## config.mk

```make
export PLATFORM = sky130hd
export DESIGN_NAME = mips_mc_datapath
export DESIGN_NICKNAME = d
export VERILOG_FILES = /design/src/rtl/mips_mc_datapath.sv
export SDC_FILE = /design/constraint.sdc
export NUM_CORES = 2
export LEC_CHECK = 0
export CORE_AREA = 2 2 347 349
export DETAILED_ROUTE_END_ITERATION = 10
export DIE_AREA = 0 0 349 351
export DONT_BUFFER_PORTS = 1
export PLACE_DENSITY_LB_ADDON = 0.25
export SLEW_MARGIN = 20
export SYNTH_ARGS = -nofsm -noshare
export SYNTH_HDL_FRONTEND = slang
export SYNTH_SLANG_ARGS = --single-unit
```

## constraint.sdc

```tcl
create_clock -name clk -period 92.2 [get_ports clk]
set_input_delay 23.05 -clock clk [delete_from_list [all_inputs] [get_ports clk]]
set_output_delay 23.05 -clock clk [all_outputs]
set_load 0.05 [all_outputs]
```

## src/rtl/mips_mc_datapath.sv

```systemverilog
// mips_mc_datapath -- multicycle MIPS datapath.
//
// Holds the architectural state (PC and a 32x32 register file) and the
// inter-cycle registers (IR, MDR, A, B, ALUOut). The control FSM and the ALU
// decoder drive the per-cycle strobes. The datapath returns op, funct and zero
// to them. One unified memory port serves both fetches and loads/stores.
//
// Ports:
//   clk, reset        clock; asynchronous active-high reset
//   pcwrite, branch   PC load enables (pcen = pcwrite | (branch & zero))
//   irwrite           load IR from readdata
//   regwrite          register file write enable
//   alusrca           ALU A: 0=PC, 1=A
//   iord              memory address: 0=PC, 1=ALUOut
//   memtoreg          regfile write data: 0=ALUOut, 1=MDR
//   regdst            regfile write addr: 0=IR[20:16], 1=IR[15:11]
//   alusrcb[1:0]      ALU B: B, 4, signimm, signimm<<2
//   pcsrc[1:0]        next PC: ALU result, ALUOut, jump target, ALU result
//   alucontrol[2:0]   AND/OR/ADD/SUB/SLT; unused codes give 0
//   readdata[31:0]    memory read data
//   op, funct         IR[31:26], IR[5:0]
//   zero              combinational ALU result == 0
//   adr[31:0]         memory address
//   writedata[31:0]   B register (store data)
//   instr_count[31:0] only with INSTR_COUNT_EN defined. Counts irwrite cycles
//                     and wraps at 2^32.
//
// Optional build macro: INSTR_COUNT_EN
module mips_mc_datapath #(
  parameter logic [31:0] RESET_PC = 32'h0000_0000
) (
  input  logic        clk,
  input  logic        reset,
  input  logic        pcwrite,
  input  logic        branch,
  input  logic        irwrite,
  input  logic        regwrite,
  input  logic        alusrca,
  input  logic        iord,
  input  logic        memtoreg,
  input  logic        regdst,
  input  logic [1:0]  alusrcb,
  input  logic [1:0]  pcsrc,
  input  logic [2:0]  alucontrol,
  input  logic [31:0] readdata,
  output logic [5:0]  op,
  output logic [5:0]  funct,
  output logic        zero,
  output logic [31:0] adr,
  output logic [31:0] writedata
`ifdef INSTR_COUNT_EN
  ,
  output logic [31:0] instr_count
`endif
);

  logic [31:0] pc, ir, mdr, a_q, b_q, aluout;
  logic [31:0] rf [32];

  logic [4:0]  rs, rt, wa;
  logic [31:0] rd1, rd2, wd, signimm, srca, srcb, alures, pcnext;
  logic        pcen;

  assign rs      = ir[25:21];
  assign rt      = ir[20:16];
  assign signimm = {{16{ir[15]}}, ir[15:0]};
  assign op      = ir[31:26];
  assign funct   = ir[5:0];

  // Register file reads are combinational and unbypassed. A write and a read
  // of the same register in one cycle give A/B the pre-write value.
  assign rd1 = (rs == 5'd0) ? 32'd0 : rf[rs];
  assign rd2 = (rt == 5'd0) ? 32'd0 : rf[rt];
  assign wa  = regdst   ? ir[15:11] : rt;
  assign wd  = memtoreg ? mdr       : aluout;

  assign srca = alusrca ? a_q : pc;

  always_comb begin
    srcb = b_q;
    case (alusrcb)
      2'b00: srcb = b_q;
      2'b01: srcb = 32'd4;
      2'b10: srcb = signimm;
      2'b11: srcb = {signimm[29:0], 2'b00};
    endcase
  end

  always_comb begin
    alures = 32'd0;
    case (alucontrol)
      3'b000:  alures = srca & srcb;
      3'b001:  alures = srca | srcb;
      3'b010:  alures = srca + srcb;
      3'b110:  alures = srca - srcb;
      3'b111:  alures = {31'd0, $signed(srca) < $signed(srcb)};
      default: alures = 32'd0;
    endcase
  end

  assign zero = (alures == 32'd0);

  // The jump target takes its upper nibble from the PC of the current cycle.
  always_comb begin
    pcnext = alures;
    case (pcsrc)
      2'b00:   pcnext = alures;
      2'b01:   pcnext = aluout;
      2'b10:   pcnext = {pc[31:28], ir[25:0], 2'b00};
      default: pcnext = alures;
    endcase
  end

  assign pcen      = pcwrite | (branch & zero);
  assign adr       = iord ? aluout : pc;
  assign writedata = b_q;

  always_ff @(posedge clk or posedge reset) begin
    if (reset) begin
      pc     <= RESET_PC;
      ir     <= '0;
      mdr    <= '0;
      a_q    <= '0;
      b_q    <= '0;
      aluout <= '0;
    end else begin
      if (pcen)    pc <= pcnext;
      if (irwrite) ir <= readdata;
      mdr    <= readdata;
      a_q    <= rd1;
      b_q    <= rd2;
      aluout <= alures;
    end
  end

  // r0 is never written, so it stays at its reset value of zero.
  always_ff @(posedge clk or posedge reset) begin
    if (reset) begin
      for (int i = 0; i < 32; i++) rf[i] <= '0;
    end else if (regwrite && (wa != 5'd0)) begin
      rf[wa] <= wd;
    end
  end

`ifdef INSTR_COUNT_EN
  always_ff @(posedge clk or posedge reset) begin
    if (reset)        instr_count <= '0;
    else if (irwrite) instr_count <= instr_count + 32'd1;
  end
`endif

endmodule

```

Yosys cells after proc, flatten, opt, wreduce, memory -nomap -nowiden
Cells that the tools add are included.
{"block": "classes", "addsub": 2, "eq_ne": 9, "order_cmp": 5, "reduce_logical": 9, "bitwise_logic": 8, "muxes": 18}
{"operator": "bitwise mux 1024 bit", "count": 1}
{"operator": "binary-select mux 32 bit (select 5 bit)", "count": 2}
{"operator": "two-way mux 32 bit", "count": 10}
{"operator": "demux 32 bit (select 5 bit)", "count": 1}
{"operator": "one-hot mux 32 bit (5 select lines)", "count": 1}
{"operator": "one-hot mux 32 bit (4 select lines)", "count": 1}
{"operator": "one-hot mux 32 bit (2 select lines)", "count": 1}
{"operator": "adder 32 bit", "count": 1}
{"operator": "AND 32 bit", "count": 1}
{"operator": "logical NOT 32 bit", "count": 1}
{"operator": "less-than comparator 32 bit", "count": 1}
{"operator": "OR 32 bit", "count": 1}
{"operator": "subtractor 32 bit", "count": 1}
{"operator": "greater-or-equal comparator 6 bit (second input constant)", "count": 3}
{"operator": "NOT 5 -> 6 bit", "count": 3}
{"operator": "logical NOT 5 bit", "count": 2}
{"operator": "== test 2 bit (second input constant)", "count": 3}
{"operator": "== test 3 bit (second input constant)", "count": 2}
{"operator": "less-than comparator 6 x 1 -> 1 bit (second input constant)", "count": 1}
{"operator": "two-way mux 5 bit", "count": 1}
{"operator": "nonzero test 5 bit", "count": 1}
{"operator": "== test 2 x 1 -> 1 bit (second input constant)", "count": 2}
{"operator": "== test 3 x 1 -> 1 bit (second input constant)", "count": 1}
{"operator": "== test 3 x 2 -> 1 bit (second input constant)", "count": 1}
{"operator": "7 further kinds", "count": 8}
{"block": "totals", "elab_cells": 90, "out_inout_bits": 77, "regBits": 1216, "inputBits": 49}

Logic depth before layout (Yosys ltp)
{"block": "logic_depth", "depth_word": 8, "mapped_depth": 22, "ltp_nobuf": 19}

Worst setup path after synthesis
Ideal clock, no wire load.
{"block": "synth_path", "path_kind": "input-to-output", "from": "input port alusrcb[1]", "to": "output port zero", "path_stages": 17, "path_buffers": 2, "setup_slack_ps": 41282, "required_time_ps": 69150, "t_arrival_ps": 27868, "path_cell_list": "clkbuf_1 clkbuf_1 mux2i_1 nor2_1 ha_1 fa_1 nand2b_1 a21o_1 a32oi_1 o22ai_1 or3_1 nor4_1 nand4_1 or4_1 or4b_4 nor4_4 and2_1"}
{"block": "synth_between", "elab_chain_len": 5, "elab_cells_between_ends": 12, "cone_classes": "2 x add/sub; 1 x order compare; 3 x eq/ne; 2 x mux; 2 x bitwise; 2 x reduce/logical"}
{"element": "from (decl)", "line": "42", "text": "input logic [1:0] alusrcb,"}
{"element": "== test 2 bit (tied with other cells)", "line": "81", "text": "case (alusrcb)"}
{"element": "one-hot mux 32 bit (4 select lines) *", "line": "81"}
{"element": "subtractor 32 bit (tied with other cells)", "line": "95", "text": "3'b110: alures = srca - srcb;"}
{"element": "one-hot mux 32 bit (5 select lines) *", "line": "91", "text": "case (alucontrol)"}
{"element": "named net alures[2]", "line": "61", "text": "logic [31:0] rd1, rd2, wd, signimm, srca, srcb, alures, pcnext;"}
{"element": "logical NOT 32 bit *", "line": "101", "text": "assign zero = (alures == 32'd0);"}
{"element": "to (decl)", "line": "48", "text": "output logic zero,"}
Mark *: on every way through the listed nets, which the timed path passes. The rest lies on a longest branch.

Final worst setup path
{"block": "layout_path", "from": "input port alusrcb[0]", "to": "output port zero"}
{"block": "layout_between", "elab_chain_len": 5, "elab_cells_between_ends": 12, "cone_classes": "2 x add/sub; 1 x order compare; 3 x eq/ne; 2 x mux; 2 x bitwise; 2 x reduce/logical"}
{"element": "== test 2 bit (tied with other cells)", "line": "81"}
{"element": "one-hot mux 32 bit (4 select lines) *", "line": "81"}
{"element": "subtractor 32 bit (tied with other cells)", "line": "95"}
{"element": "one-hot mux 32 bit (5 select lines) *", "line": "91"}
{"element": "named net alures[0]", "line": "61"}
{"element": "logical NOT 32 bit *", "line": "101"}
Marked as above.

==> results.md <==
- Number of cell rows: 127
- Hold buffer count at cts: 0
- Final worst path period share: 0.562
- Slew at the pin closest to its max-slew limit: 1230 ps
- Proportion of synthesized chip area in sequential cells: 0.468
- DRC violations left: 0
- Power density relative to cell area: 33.3 nW/um^2
- Category of the worst setup path launch point: input pin
- Number of CTS-inserted buffers: 121
- Yosys top cell area share: 0.468
- Most common cell in the netlist: sky130_fd_sc_hd__dfrtp_1
- TNS Setup: 0 ps
- Largest net degree at the start of global routing: 188
- Cell type with the largest total area after synthesis: sky130_fd_sc_hd__dfrtp_1
- Drt via density: 6.75
- Share of cells above drive strength 1: 0.184
- Crit path arrival time: 28740 ps
- Crit Path Category: in -> out
- Cells on Worst Hold Path: 0
- Peak fanout along the critical path: 20
- Clock edge transition at the registers on the reported setup and hold paths: 60 ps
- Die outline area: 122000 sq um
- Max_cap viols: 0
- Global routing usage summed across all routing layers: 0.360
- Hold Path Origin: rf[1017]
- Later-pin clock latency in the skew report: 760 ps
- Critical register-to-register path startpoint: ir[15]
- Total wirelength of the detailed-routed design: 220 mm
- Synthesized Nets: 6187
- Number of flops mapped to enable cells by yosys: 0
- Synthesized area: 65100 sq um
- Detailed Routing Iterations Pass 1: 6
- Worst hold path endpoint: rf[1017]
- Top cell family by delay on the critical path: simple AND/OR/NAND/NOR gates
- Number of pins with negative max-slew slack in the final report: 0
- Total of buffers placed on input and output ports: 0
- Req. time, crit path: 69150 ps
- Die span in x: 349 um
- Standard cell core area: 119000 sq um
- Total grt overflow: 0
- Total of fill cells in the finished design: 9587
- Register bit count reported by yosys: 1216
- Cells taking the most area after synthesis: sky130_fd_sc_hd__dfrtp_1, sky130_fd_sc_hd__mux4_2, sky130_fd_sc_hd__a21oi_1
- Async set or reset register ratio after synthesis: 1.00
- H-tree levels: 3
- Cell at the root of the clock tree: sky130_fd_sc_hd__clkbuf_16
- Instance count of the mapped netlist: 6025
- Number of buffers between clock root and the deepest sink: 3
- # nets final: 5836
- Slack of the worst reg-to-reg path: 85680 ps
- Half-perimeter wire length of the detailed placement result: 131 mm
- Effective utilization at floorplan: 0.547
- Status: finished clean
- Worst setup skew after layout: 48.3 ps
- Critical-path top delay cell: sky130_fd_sc_hd__and2_0
- Top flip-flop cell by instance count after synthesis: sky130_fd_sc_hd__dfrtp_1
- Maximum achievable frequency: 19.3 MHz
- Type of the most critical hold path: reg -> reg
- Antenna violations before repair: 13
- Overall die height: 351 um
- Avg Cell Area, Syn: 10.8 sq um
- Maximum vdd drop: 0.0196 mV
- Post-layout power: 0.00236 W
- Count of cell types in the netlist: 76
- Antenna-violating nets left: 0
- Violation count after the first detailed-route iteration: 6436
- # resized after CTS: 0
- Hold Vio Cnt, Final: 0
- Leakage power: 29.9 nW
- Via count of the first global-routing pass: 48715
- Area grow syn2layout: 8.53%
- Worst reg2reg endpoint: pc[28]
- RSZ-0062 raised after global routing: no
- Buffering stage count on the worst path with inverters included: 0
- Relative slew margins: 0.183
- TritonCTS clock tree: done
- Count of boundary I/O pins: 126
- Minimum clock period: 51790 ps
- Post-detailed-route wirelength per cell: 29.9 um
- Post-CTS setup buffer count: 0
- Final setup violation count: 0
- CP Cell Sequence: and2_0, nand2_1, o21ai_0, ha_1, nor4_1, nand3_1, a211oi_1, a211oi_1, o21ai_1, nand2_1, a211o_1, a221o_1, or4b_4, nor4_4, and2_1
- Most common library cells after synthesis: sky130_fd_sc_hd__dfrtp_1, sky130_fd_sc_hd__nor2_1, sky130_fd_sc_hd__a21oi_1
- Clock Sink Count: 1216
- Number of warnings reported in the yosys synthesis log: 0
- Last weighted congestion value of the routability-driven placer: 0.946
- Kind of end point of the critical path: output port
- Reg2reg path depth: 18
- Total via count after detailed routing: 49514
- Slowest cell delay on critical path: 890 ps
- First-pass GRT wire length: 324 mm
==> report_power, final <==
part	switching [W]	internal, W	leakage [nW]	total [W]
sequential	0.000226	0.000775	14.8	0.00100
clock	0.000221	0.000303	2.11	0.000524
combinational	0.000419	0.000411	13.0	0.000830
==> how the worst max path moves through the flow <==
stage / from / end / slack (ps) / depth (start not counted)
after floorplan: reset / a_q[0] / 34890 / 1
after global placement: alusrcb[0] / zero / 40540 / 15
after detailed placement: alusrcb[1] / zero / 40500 / 15
after CTS: alusrcb[1] / zero / 40500 / 15
after global routing: alusrcb[0] / zero / 40080 / 15
final: alusrcb[0] / zero / 40410 / 15
==> cell families (layout without fill, tap and decap cells) <==
family                     Yosys count  after routing  synth area share
DFF                               1216           1216             0.468
and+or+nand+nor                   1417           1417            0.0874
AOI/OAI and AO/OA                 1609           1609             0.143
adders and majority gates          113            113            0.0220
muxes                              902            902             0.233
buffers and inverters              743            496            0.0439
xor gates and xnor gates            25             25           0.00336
other                                0              8                 0
==> cell usage in the layout (no fill, tap or decap), types with 21 or more instances in the layout <==
| cell | synthesis | routed |
|---|---|---|
| sky130_fd_sc_hd__dfrtp_1 | 1216 | 1206 |
| sky130_fd_sc_hd__nor2_1 | 1167 | 1135 |
| sky130_fd_sc_hd__a21oi_1 | 1113 | 1113 |
| sky130_fd_sc_hd__mux4_2 | 476 | 476 |
| sky130_fd_sc_hd__mux2i_1 | 280 | 248 |
| sky130_fd_sc_hd__mux2_2 | 146 | 146 |
| sky130_fd_sc_hd__inv_1 | 133 | 132 |
| sky130_fd_sc_hd__clkbuf_16 | 0 | 122 |
| sky130_fd_sc_hd__buf_4 | 13 | 121 |
| sky130_fd_sc_hd__ha_1 | 111 | 110 |
| sky130_fd_sc_hd__nand2_1 | 96 | 94 |
| sky130_fd_sc_hd__o21ai_0 | 79 | 79 |
| sky130_fd_sc_hd__o22ai_1 | 64 | 64 |
| sky130_fd_sc_hd__a221oi_1 | 51 | 51 |
| sky130_fd_sc_hd__o221ai_1 | 45 | 45 |
| sky130_fd_sc_hd__nor3_1 | 39 | 37 |
| sky130_fd_sc_hd__clkbuf_8 | 0 | 36 |
| sky130_fd_sc_hd__a21o_1 | 33 | 33 |
| sky130_fd_sc_hd__a211oi_1 | 32 | 32 |
| sky130_fd_sc_hd__nor2_4 | 0 | 31 |
| sky130_fd_sc_hd__clkinv_2 | 0 | 29 |
| sky130_fd_sc_hd__mux2i_2 | 0 | 28 |
| sky130_fd_sc_hd__a211o_1 | 24 | 24 |
| sky130_fd_sc_hd__a22oi_1 | 24 | 24 |
| sky130_fd_sc_hd__xnor2_1 | 21 | 21 |
| sky130_fd_sc_hd__clkbuf_1 | 510 | 21 |
==> worst reg2reg max path: cells and delay by family (launching register included) <==
kind | cells | cell delay (ps)
buf+inv | 1 | 350
compound gates | 9 | 2260
fa+ha+maj | 1 | 440
flops | 1 | 450
simple gates | 7 | 2980
==> metal layers <==
layer  share of wire  GRT usage
met5         0.00031          0
met3            0.12      0.101
met4           0.042      0.142
met2            0.45      0.545
met1            0.39      0.496
==> flip-flops by register name, indices dropped and copies added, names as in the netlist <==
register / cells
rf: 1024
a_q: 32
aluout: 32
ir: 32
mdr: 32
pc: 32
writedata: 32
==> per-stage QoR <==
stage          hold WS, ps  cells  utilization  worst slack, ps  area (sq um)
3_3_place_gp           376   7091        0.556            40540         66100
6_report               398   7334        0.593            40410         70600
4_1_cts                396   7319        0.592            40500         70400
2_1_floorplan          441   6025            -            34890         65100
5_1_grt                408   7328        0.593            40080         70600
3_5_place_dp           383   7092        0.556            40500         66200
==> final cells by class <==
type	instances	area (sq um)	area share
antenna	8	20.0	0.000283
clock buffer	179	3630	0.0514
clock inverter	48	623	0.00882
inverter	134	510	0.00723
multi-input combinational	4066	32200	0.456
sequential	1216	30500	0.431
tap	1548	1940	0.0274
timing repair buffer	135	1220	0.0172
Note: power is estimated with default switching activity, not from simulation.
